<file path="src/rtl/booth_seq_mult.sv">
// Radix-2 Booth sequential multiplier: one add/sub plus arithmetic shift per clock,
// WIDTH+1 steps on (WIDTH+1)-bit extended operands, valid/ready on both sides.
module booth_seq_mult #(
   parameter int unsigned WIDTH = 16
) (
   input  logic               clk,
   input  logic               rst,
   input  logic               in_valid,
   output logic               in_ready,
   input  logic [WIDTH-1:0]   m,
   input  logic [WIDTH-1:0]   q,
   input  logic               signed_mode,
   output logic               out_valid,
   input  logic               out_ready,
   output logic [2*WIDTH-1:0] out
);

   localparam int unsigned CntW = $clog2(WIDTH + 2);

   typedef enum logic [1:0] {StIdle, StBusy, StDone} state_e;

   state_e             r_state;
   logic [WIDTH:0]     r_m;
   logic [WIDTH:0]     r_acc;
   logic [WIDTH:0]     r_q;
   logic               r_qm1;
   logic [CntW-1:0]    r_cnt;
   logic               r_in_ready;
   logic               r_out_valid;
   logic [2*WIDTH-1:0] r_out;

   logic [WIDTH:0]     w_m_ext;
   logic [WIDTH:0]     w_q_ext;
   logic [WIDTH:0]     w_sum;
   logic [2*WIDTH+1:0] w_shift;
   logic               w_last;

   always_comb begin
      w_m_ext = {signed_mode & m[WIDTH-1], m};
      w_q_ext = {signed_mode & q[WIDTH-1], q};
      case ({r_q[0], r_qm1})
         2'b01:   w_sum = r_acc + r_m;
         2'b10:   w_sum = r_acc - r_m;
         default: w_sum = r_acc;
      endcase
      // {acc, Q} after the arithmetic right shift; Q(-1) takes the old Q0
      w_shift = {w_sum[WIDTH], w_sum, r_q[WIDTH:1]};
      w_last  = (r_cnt == CntW'(1));
   end

   always_ff @(posedge clk or negedge rst) begin
      if (!rst) begin
         r_state     <= StIdle;
         r_m         <= '0;
         r_acc       <= '0;
         r_q         <= '0;
         r_qm1       <= 1'b0;
         r_cnt       <= '0;
         r_in_ready  <= 1'b0;
         r_out_valid <= 1'b0;
         r_out       <= '0;
      end else begin
         case (r_state)
            StIdle: begin
               if (in_valid && r_in_ready) begin
                  r_m        <= w_m_ext;
                  r_q        <= w_q_ext;
                  r_acc      <= '0;
                  r_qm1      <= 1'b0;
                  r_cnt      <= CntW'(WIDTH + 1);
                  r_in_ready <= 1'b0;
                  r_state    <= StBusy;
               end else begin
                  r_in_ready <= 1'b1;
               end
            end
            StBusy: begin
               r_acc <= w_shift[2*WIDTH+1:WIDTH+1];
               r_q   <= w_shift[WIDTH:0];
               r_qm1 <= r_q[0];
               r_cnt <= r_cnt - 1'b1;
               // Final step: publish the product on the same edge that enters DONE
               if (w_last) begin
                  r_out       <= w_shift[2*WIDTH-1:0];
                  r_out_valid <= 1'b1;
                  r_state     <= StDone;
               end
            end
            StDone: begin
               if (out_ready) begin
                  r_out_valid <= 1'b0;
                  r_in_ready  <= 1'b1;
                  r_state     <= StIdle;
               end
            end
            default: r_state <= StIdle;
         endcase
      end
   end

   assign in_ready  = r_in_ready;
   assign out_valid = r_out_valid;
   assign out       = r_out;

endmodule

</file>
<file path="config.mk">
export PLATFORM = sky130hd
export DESIGN_NAME = booth_seq_mult
export DESIGN_NICKNAME = d
export VERILOG_FILES = /design/src/rtl/booth_seq_mult.sv
export SDC_FILE = /design/constraint.sdc
export NUM_CORES = 1
export LEC_CHECK = 0
export BUFFER_PORTS_ARGS = -buffer_cell sky130_fd_sc_hd__buf_4
export CAP_MARGIN = 20
export CORE_ASPECT_RATIO = 1.2
export CORE_UTILIZATION = 50
export DETAILED_ROUTE_END_ITERATION = 8
export PLACE_DENSITY = 0.72
export SKIP_LAST_GASP = 1
export SLEW_MARGIN = 20
export SYNTH_ARGS = -nofsm -noshare
export SYNTH_HDL_FRONTEND = slang
export SYNTH_SLANG_ARGS = --single-unit
</file>
<file path="constraint.sdc">
create_clock -name clk -period 3.8 [get_ports clk]
set_clock_uncertainty 0.05 [all_clocks]
set_input_delay 0.19 -clock clk [delete_from_list [all_inputs] [get_ports clk]]
set_output_delay 0.19 -clock clk [all_outputs]
set_load 0.005 [all_outputs]
</file>
==> results.md <==
* Area of the multi-input gates at 0.00241 mm^2
* PortBufs at 70
* Dpl cells at 731
* Peak supply drop at 422 uV
* Setup TNS at 0 ns
* Area growth, synth to finish at 21.9%
* Remaining DRCs at 0
* Status: completed
* First-pass GRT wire length at 18400 um
* ANT nets after route at 0
* Flop pwr share at 0.280
* Clock-pin slew on the worst setup and hold paths at 0.07 ns
* Design area at 0.00597 mm^2
* Gr ovfl total at 0
* Mean post-synth cell area at 8.75 um^2
* Clk sinks at 92
* Largest net degree at the start of global routing at 59
* Pwr Density at 1110 mW/mm^2
* Minimum clock period at 3.14 ns
* Top-level port count at 71
* Final setup viols at 0
* Die width at 92.3 um
* Placed cell area at 0.00551 mm^2
* Syn_nets at 617
* Initial antenna violation count at 0
* Static Leak at 2.90 nW
* CTS tree: yes
* CTS buffer count at 9
* Fin crit share at 0.826
* Via count at 4159
* Die ar. at 0.0102 mm^2
* Htree depth at 3
* Worst skew pair latency at 0.34 ns
* Max Freq at 319 MHz
* Vias/cell at 5.47
* Crit end category: flip-flop
* Crit Path Max Fanout at 11
* Slew Limit Fails at 0
* NumNets Final at 690
* Postcts setup bufs at 0
* Primary FF master, synth: dfrtp_1
* WP data required at 3.96 ns
* Sw Share at 0.446
* Die Span Y at 110 um
* Gate power share at 0.573
* Crit path DAT at 3.30 ns
* Setup WS pre-CTS at 0.680 ns
* Synth Register Bits at 92
* WL per Instance at 14.4 um
* Final wirelength at 10900 um
* Register area at 0.00230 mm^2
* Starting DRT DRC Count at 214
* Post-Syn Area at 0.00489 mm^2
* Sw Pwr at 2.95 mW
* Initial Utilization at 0.514
* # diodes at 0
* Number of flops mapped to enable cells by yosys at 0
* Drt first pass iters at 4
* Layout cells sized above 1 at 0.163
* Kind of critical path: flip-flop to flip-flop
* Worst hold path type: input port to flip-flop
* Filler cells at 832
* Core area at 0.00952 mm^2
* Synth cell types at 50
* GRT Total Usage at 0.230
* Worst setup SP type: flip-flop
* Final Hold Vio Count at 0
* Seq/Total Area, Yosys at 0.470
* Power share of the clock group at 0.147
* Final GP Congestion at 0.937
* Pint at 3.66 mW
* CTS root buffer: clkbuf_16
* Worst Setup Slack, final at 0.662 ns
* Max Buffers Root-to-Sink at 2
* Slew headroom at 0.345
* Final std cells w/o fill at 760
* Vias in the first global route at 3936
* Asr flop ratio synth at 1.00
* RSZ-0062 raised after global routing: no
* Worst-Margin Slew at 0.983 ns
* Max cap viols at 0
* Final HPWL DP at 7680 um
* Cells after synthesis at 559
* Yosys warning count at 0
* Placement row count at 39
* Hold Slack at 0.00995 ns
[state kept, by name, indices dropped and copies added (netlist names)]
| name | flops |
|---|---|
| r_acc | 16 |
| r_m | 17 |
| out | 32 |
| out_valid | 1 |
| r_qm1 | 1 |
| in_ready | 1 |
| r_state | 2 |
| r_cnt | 5 |
| r_q | 17 |
[through the flow]
step / util / power, mW
final: 0.627 / 6.61
after CTS: 0.627 / 6.62
after floorplan: - / 4.61
after global placement: 0.579 / 5.52
after detailed placement: 0.579 / 5.63
after global routing: 0.627 / 7.20
[final timing paths]
check | start | endpoint | slack, ns | cells past startpoint
worst min register to register | out[3] | out[3] | 0.43 | 2
max in group asynchronous | rst | r_q[14] | 2.37 | 3
min in group asynchronous | rst | out[0] | 0.40 | 2
worst min-delay path | m[1] | r_m[1] | 0.01 | 3
worst max-delay path | r_q[0] | r_acc[14] | 0.66 | 13
worst max register to register | r_q[0] | r_acc[14] | 0.66 | 13
[critical path, stage by stage (launching register included)]
cell      delay [ns]
dfrtp_1         0.40
ha_1            0.27
buf_4           0.20
a31oi_1         0.27
nor2_1          0.10
xor2_1          0.15
ha_1            0.41
nand2_1         0.12
nor2_1          0.15
nand2_1         0.07
o221ai_1        0.32
a31oi_1         0.16
xor2_1          0.22
o211ai_1        0.11
[placed cells by master, fill, tap and decap left out, types with 4 or more instances in the layout]
cell type / instances
inv_1: 19
a22oi_1: 16
ha_1: 20
nor2_1: 33
dfrtp_1: 92
xor2_1: 8
a21oi_1: 35
nand2b_1: 10
o21ai_0: 43
nand3_1: 22
nor3_1: 6
buf_4: 77
xnor2_1: 20
dlygate4sd3_1: 13
nand2_1: 149
a31oi_1: 10
clkbuf_16: 9
mux2i_1: 4
[power groups by stage]
stage	registers, mW	clock network (mW)	logic [mW]
floorplan	1.78	0	2.83
global placement	1.84	0	3.69
detailed placement	1.86	0	3.77
CTS	1.85	0.986	3.79
finish	1.85	0.969	3.79
global route	1.91	1.02	4.27
[logic make-up (layout without fill, tap and decap cells)]
group | Yosys count | in the layout | share of synthesized area
simple gates | 239 | 239 | 0.214
compound gates | 125 | 125 | 0.156
flops | 92 | 92 | 0.470
buf+inv | 47 | 125 | 0.0381
xor+xnor | 29 | 29 | 0.0534
fa+ha+maj | 21 | 21 | 0.0552
mux | 6 | 6 | 0.0128
[timing repair]
item	in CTS	in global routing
resized for setup	0	0
endpoints found under the hold margin	69	0
hold buffers	13	0
[per-layer routing]
metal,track usage,vias to the layer above,wire [um]
met1,0.305,1970,5130
met2,0.386,119,5100
met4,0.0714,0,158
li1,-,2058,-
met3,0.0391,12,526
met5,0,-,0
[area by class of cell]
cell class                 instances  area share
multi-input combinational        420       0.403
sequential                        92       0.386
timing repair buffer              90       0.119
clock buffer                       9      0.0377
tap                              123      0.0258
clock inverter                     7      0.0166
inverter                          19      0.0120
[synthesized netlist by cell type (all sizes together), types with 3 or more instances]
cell,instances,share of area
a21o,3,0.0046
a21oi,35,0.036
a22oi,16,0.025
a31oi,10,0.013
and3,4,0.0061
buf,8,0.0079
clkbuf,20,0.016
dfrtp,92,0.47
ha,20,0.051
inv,19,0.015
mux2i,4,0.0082
nand2,149,0.11
nand2b,10,0.013
nand3,22,0.023
nor2,35,0.027
nor3,7,0.0095
nor4b,3,0.0054
o211ai,4,0.0072
o21ai,45,0.047
xnor2,21,0.039
xor2,8,0.014
Note: power is estimated with default switching activity, not from simulation.
